`config.mk`:
```
export PLATFORM = sky130hd
export DESIGN_NAME = switch_debouncer
export DESIGN_NICKNAME = d
export VERILOG_FILES = /design/src/rtl/switch_debouncer.sv
export SDC_FILE = /design/constraint.sdc
export NUM_CORES = 1
export LEC_CHECK = 0
export CORE_AREA = 3 3 50 57
export DETAILED_ROUTE_END_ITERATION = 7
export DIE_AREA = 0 0 53 60
export HOLD_SLACK_MARGIN = 0.03
export PLACE_DENSITY = 0.77
export SLEW_MARGIN = 15
export SYNTH_ARGS = -nofsm -noshare
export SYNTH_HDL_FRONTEND = slang
export SYNTH_SLANG_ARGS = --single-unit
```
`constraint.sdc`:
```
create_clock -name clk -period 4.3 [get_ports clk]
set_input_delay 0.645 -clock clk [delete_from_list [all_inputs] [get_ports clk]]
set_output_delay 0.645 -clock clk [all_outputs]
set_load 0.05 [all_outputs]
```
`src/rtl/switch_debouncer.sv`:
```
// switch_debouncer: two-flop synchronizer plus per-bit stability counter for raw
// board switches. A debounced bit takes a new level only after the synchronized
// input has disagreed with it for STABLE_CYCLES consecutive clocks. Each accepted
// level change also produces a one-cycle rise or fall pulse.
//
// Ports:
//   clk       single clock, rising edge
//   rst       synchronous active-high reset
//   swt_raw   asynchronous raw switch levels (bit 2 -> A, bit 1 -> B, bit 0 -> C)
//   swt_db    debounced, registered switch levels
//   swt_rise  one-cycle pulse per bit on swt_db 0->1
//   swt_fall  one-cycle pulse per bit on swt_db 1->0
module switch_debouncer #(
    parameter int unsigned WIDTH         = 3,
    parameter int unsigned STABLE_CYCLES = 16
) (
    input  logic             clk,
    input  logic             rst,
    input  logic [WIDTH-1:0] swt_raw,
    output logic [WIDTH-1:0] swt_db,
    output logic [WIDTH-1:0] swt_rise,
    output logic [WIDTH-1:0] swt_fall
);

    // Counter holds 0..STABLE_CYCLES-1; width kept at least 1 so a bad
    // parameter reaches the elaboration error below instead of a zero-width bus.
    localparam int unsigned CNT_W =
        (STABLE_CYCLES < 1) ? 1 : $clog2(STABLE_CYCLES + 1);
    localparam logic [CNT_W-1:0] CNT_LAST =
        (STABLE_CYCLES < 1) ? '0 : CNT_W'(STABLE_CYCLES - 1);

    if (STABLE_CYCLES < 1) begin : g_bad_stable_cycles
        $error("switch_debouncer: STABLE_CYCLES must be at least 1");
    end

    typedef enum logic {
        ST_STABLE   = 1'b0,
        ST_COUNTING = 1'b1
    } state_e;

    logic [WIDTH-1:0] sync1;
    logic [WIDTH-1:0] sync2;

    state_e           state_q [WIDTH];
    state_e           state_d [WIDTH];
    logic [CNT_W-1:0] cnt_q   [WIDTH];
    logic [CNT_W-1:0] cnt_d   [WIDTH];

    logic [WIDTH-1:0] db_d;
    logic [WIDTH-1:0] rise_d;
    logic [WIDTH-1:0] fall_d;
    logic [WIDTH-1:0] mismatch_c;

    // Synchronized level disagrees with the currently accepted level.
    assign mismatch_c = sync2 ^ swt_db;

    // State, counters, synchronizer and registered outputs; reset dominates.
    always_ff @(posedge clk) begin
        if (rst) begin
            sync1    <= '0;
            sync2    <= '0;
            swt_db   <= '0;
            swt_rise <= '0;
            swt_fall <= '0;
            for (int i = 0; i < int'(WIDTH); i++) begin
                state_q[i] <= ST_STABLE;
                cnt_q[i]   <= '0;
            end
        end else begin
            sync1    <= swt_raw;
            sync2    <= sync1;
            swt_db   <= db_d;
            swt_rise <= rise_d;
            swt_fall <= fall_d;
            for (int i = 0; i < int'(WIDTH); i++) begin
                state_q[i] <= state_d[i];
                cnt_q[i]   <= cnt_d[i];
            end
        end
    end

    // Per-bit next state: count consecutive mismatch cycles, accept on the last.
    always_comb begin
        db_d   = swt_db;
        rise_d = '0;
        fall_d = '0;
        for (int i = 0; i < int'(WIDTH); i++) begin
            state_d[i] = ST_STABLE;
            cnt_d[i]   = '0;
        end

        for (int i = 0; i < int'(WIDTH); i++) begin
            case (state_q[i])
                ST_STABLE: begin
                    if (mismatch_c[i]) begin
                        if (CNT_LAST == '0) begin
                            // Single-cycle stability: accept on the first mismatch.
                            db_d[i]   = sync2[i];
                            rise_d[i] = sync2[i];
                            fall_d[i] = ~sync2[i];
                        end else begin
                            state_d[i] = ST_COUNTING;
                            cnt_d[i]   = CNT_W'(1);
                        end
                    end
                end

                ST_COUNTING: begin
                    if (!mismatch_c[i]) begin
                        // Mismatch vanished: drop all accumulated credit.
                        state_d[i] = ST_STABLE;
                    end else if (cnt_q[i] == CNT_LAST) begin
                        db_d[i]   = sync2[i];
                        rise_d[i] = sync2[i];
                        fall_d[i] = ~sync2[i];
                    end else begin
                        state_d[i] = ST_COUNTING;
                        cnt_d[i]   = CNT_W'(cnt_q[i] + CNT_W'(1));
                    end
                end

                default: begin
                    state_d[i] = ST_STABLE;
                end
            endcase
        end
    end

endmodule
```
==> After elaboration in Yosys (flattened, before gate mapping) <==
Memory sizes are Yosys's and may differ from the RTL's.
Cells that the tools add are included.
{ "word_totals": {"reg_bits": 15, "ramBits": 18, "input_bits": 5, "output_inout_bits": 9, "mem_count": 2} }
{ "op_classes": {"addsub": 3, "eq_ne": 3, "muxes": 33, "bitwise": 19, "reduce_logical": 6} }
{ "memory_table": {"columns": ["name", "words", "width", "rd", "rd_ports_with_merged_regs", "write_ports", "line", "rtl"], "rows": [
  ["cnt_q", 3, 5, 3, 0, 3, "46", "logic [CNT_W-1:0] cnt_q [WIDTH];"],
  ["state_q", 3, 1, 3, 0, 3, "44", "state_e state_q [WIDTH];"]
]} }
{ "ops": {"columns": ["cell", "count"], "rows": [
  ["$mux 5", 9],
  ["$pmux 5 s2", 3],
  ["$mux 1", 18],
  ["$add 5x1->5 const B", 3],
  ["$eq 5x4->1 const B", 3],
  ["$not 1->1", 12],
  ["$reduce_or 4->1", 3],
  ["$reduce_and 3->1", 3],
  ["$or 1x1->1", 6],
  ["$pmux 1 s2", 3],
  ["$xor 3x3->3", 1]
]} }

==> Depth between registers and ports, before layout <==
An unclocked memory read counts as a cell.
{ "logic_depth": {"ltp_word": 6, "mapped_depth": 6, "mapped_depth_nobuf": 6} }

==> Worst setup path before layout <==
OpenSTA, ideal clock, no wires.
{ "synth_path": {"path_type": "reg-to-reg", "from": "memory cnt_q[0][0] (netlist name)", "to": "memory cnt_q[0][2] (netlist name)", "t_arrival_ps": 1379, "setup_slack_ps": 2856, "path_stages_with_launch": 6, "n_path_buf": 0, "cell_sequence": "dfxtp_1 -> ha_1 -> and3_1 -> ha_1 -> a2111o_1 -> nor2_1"} }
{ "synth_lines": {"columns": ["item", "line"], "rows": [
  ["start: declaration", "46"]
]} }

==> Worst setup path in the final report <==
{ "layout_path": {"from": "register swt_db[2]", "to": "output port swt_db[2]"} }
{ "layout_lines": {"columns": ["item", "line", "rtl"], "rows": [
  ["start: declaration", "20", "output logic [WIDTH-1:0] swt_db,"],
  ["start signal: assignment", "62", "swt_db <= '0;"],
  ["start signal: assignment", "72", "swt_db <= db_d;"]
]} }
No word-level cell between the ends.

==> flow_metrics.py <==
metrics = {
    "synth": {
        "ys_seq_elements": 33,
        "syn-cell-area_um2": 1230,
        "synth_warnings": 0,
        "synth_cell_types": 19,
        "ys_async_sr_fraction": 0,
        "synth_most_common_cell": "dfxtp_1",
        "synth_cells": 122,
        "syn_avg_cell_area_um2": 10.1,
        "synth_area_leaders": "dfxtp_1, ha_1, nor2_1",
        "synth.cells.most_frequent": "dfxtp_1, nor2_1, ha_1, inv_1",
        "syn-num-nets": 136,
        "yosysTopAreaCell": "dfxtp_1",
        "yosysTopAreaCellShare": 0.537,
        "synth-seq-area-share": 0.537,
        "yosys_most_used_dff": "dfxtp_1",
        "synth-edff-count": 0,
    },
    "global_routing": {
        "first_global_vias": 822,
        "antenna_found_initial": 0,
        "grt-ovfl-total": 0,
        "grt_util_all_layers": 0.154,
        "grt_pass1_wl_um": 3370,
        "grt_max_degree": 25,
    },
    "detailed_routing": {
        "drt_first_pass_iters": 4,
        "antenna_left": 0,
        "wl_um": 1930,
        "drc": 0,
        "via_per_inst": 5.01,
        "routedWlPerCell_um": 11.4,
        "vias": 852,
        "drtIter0Drc": 10,
    },
    "power": {
        "p_per_area_nw_per_um2": 344,
        "leakagePower_nw": 0.502,
        "post-layout-total-power_mw": 0.497,
        "peakVddDrop_uv": 232,
    },
    "timing": {
        "rsz0062_at_grt": "no",
        "slew_violations": 0,
        "tns_ns": 0,
        "layout_min_cycle_time_ns": 2.18,
        "setup_viol": 0,
        "finClkSkew_ns": 0.00621,
        "slew_headroom": 0.466,
        "tightest_slew_ns": 0.799,
        "period_share": 0.507,
        "max_freq_mhz": 458,
        "finalHoldViolCount": 0,
    },
    "place": {
        "io_buffers": 13,
        "gp_congestion": 0.686,
        "dp_hpwl_um": 1390,
    },
    "min_path": {
        "worstHoldStart": "sync1[1]",
        "hold_depth": 1,
        "hold_class": "reg2reg",
        "hold-path-endpoint": "sync2[1]",
    },
    "die": {
        "die_y_um": 60,
        "die_w_um": 53,
        "pin_count": 14,
        "start_util": 0.541,
        "dieArea_um2": 3180,
        "num_rows": 18,
        "core_um2": 2270,
    },
    "clock_network": {
        "clk_latency_ns": 0.32,
        "cts_setup_buffers": 0,
        "cts-root-buf": "clkbuf_4",
        "cts_buffers": 5,
        "clkSinkCount": 33,
        "cts_buffer_depth": 2,
        "cts.repair.resized": 0,
        "postCtsHoldBufs": 0,
        "ctsHtreeMaxLevel": 2,
        "cts_tree": "built",
        "path_clk_slew_ns": 0.09,
    },
    "worst_setup_path": {
        "startpoint": "swt_db[2]",
        "crit_path_max_incr_delay_ns": 0.83,
        "crit_slowest_cell": "clkdlybuf4s50_1",
        "rr_endpoint": "cnt_q[0][3]",
        "worstPathArrival_ns": 1.54,
        "crit_chain": "clkdlybuf4s50_1",
        "rr_startpoint": "cnt_q[0][0]",
        "reg2regPathDepth": 5,
        "path_class": "reg2out",
        "r2r_setup_slack_ns": 2.76,
        "cp-end-kind": "output pin",
        "critPathMaxFanout": 4,
        "start_kind": "flop",
        "cp.required_ns": 3.65,
        "crit_family": "buffers and inverters",
        "crit_buf_inv": 1,
    },
    "layout": {
        "final_nets": 154,
        "area_delta_synth_final_pct": 17.5,
        "antenna_cells": 0,
        "drive_gt1_frac": 0.0714,
    },
    "run_status": {
        "status": "completed",
    },
    "job": {
        "cap_violations": 0,
    },
}
[through the flow]
step                      utilization  setup WS [ns]  instance area, µm²  hold WS [ns]  cells
after detailed placement        0.612           2.03                1390         0.424    163
after global placement          0.612           2.09                1390         0.422    163
after global routing            0.636           2.04                1450         0.471    170
after floorplan                     -           2.86                1230         0.414    122
after CTS                       0.636           2.10                1450         0.449    170
final                           0.636           2.12                1450         0.442    170
[worst max path at each step]
stage / slack [ns] / cells after the start / endpoint
detailed placement: 2.03 / 3 / cnt_q[0][12]
global placement: 2.09 / 3 / cnt_q[0][8]
finish: 2.12 / 1 / swt_db[2]
global route: 2.04 / 1 / swt_db[2]
floorplan: 2.86 / 5 / cnt_q[0][2]
CTS: 2.10 / 1 / swt_db[2]
[final cells by class]
| class | count | area [µm²] |
|---|---|---|
| fillers | 211 | 828 |
| multi-input cells | 78 | 529 |
| repair buffers | 13 | 130 |
| clock buffers | 7 | 55.1 |
| well taps | 30 | 37.5 |
| flip-flops and latches | 33 | 661 |
| inverters | 9 | 33.8 |
[kinds of logic after synthesis]
logic type | count (synthesis) | share of synthesized area
xor gates and xnor gates | 6 | 0.0427
buffers and inverters | 11 | 0.0335
and+or+nand+nor | 51 | 0.216
DFF | 33 | 0.537
AOI/OAI and AO/OA | 12 | 0.0793
adders and majority gates | 9 | 0.0915
[routing by layer]
| metal | GRT usage | vias up | part of all wire |
|---|---|---|---|
| met2 | 0.248 | 26 | 0.46 |
| li1 | - | 443 | - |
| met4 | 0.0839 | 0 | 0.036 |
| met1 | 0.159 | 376 | 0.43 |
| met5 | 0 | - | 0 |
| met3 | 0.0798 | 7 | 0.072 |
[layout by cell type, fill, tap and decap left out, types with 5 or more instances in the layout]
| cell type | Yosys | routed |
|---|---|---|
| dfxtp_1 | 33 | 33 |
| nand2_1 | 6 | 6 |
| inv_1 | 8 | 8 |
| nor3_1 | 6 | 6 |
| ha_1 | 9 | 9 |
| clkbuf_4 | 0 | 5 |
| nor2b_1 | 6 | 6 |
| nor2_1 | 18 | 18 |
| nand3_1 | 6 | 6 |
| clkdlybuf4s50_1 | 0 | 13 |
[state kept, by name, indices dropped and copies added, names as in the netlist]
| signal | count |
|---|---|
| cnt_q | 15 |
| state_q | 3 |
| swt_db | 3 |
| swt_fall | 3 |
| swt_rise | 3 |
| sync1 | 3 |
| sync2 | 3 |
[where the power goes]
part           internal, mW  switching, mW  leakage (nW)
Combinational       0.00716        0.00644         0.203
Clock                0.0771         0.0937        0.0314
Sequential            0.310        0.00313         0.267
Total                 0.394          0.103         0.502
(Power assumes the default switching activity.)
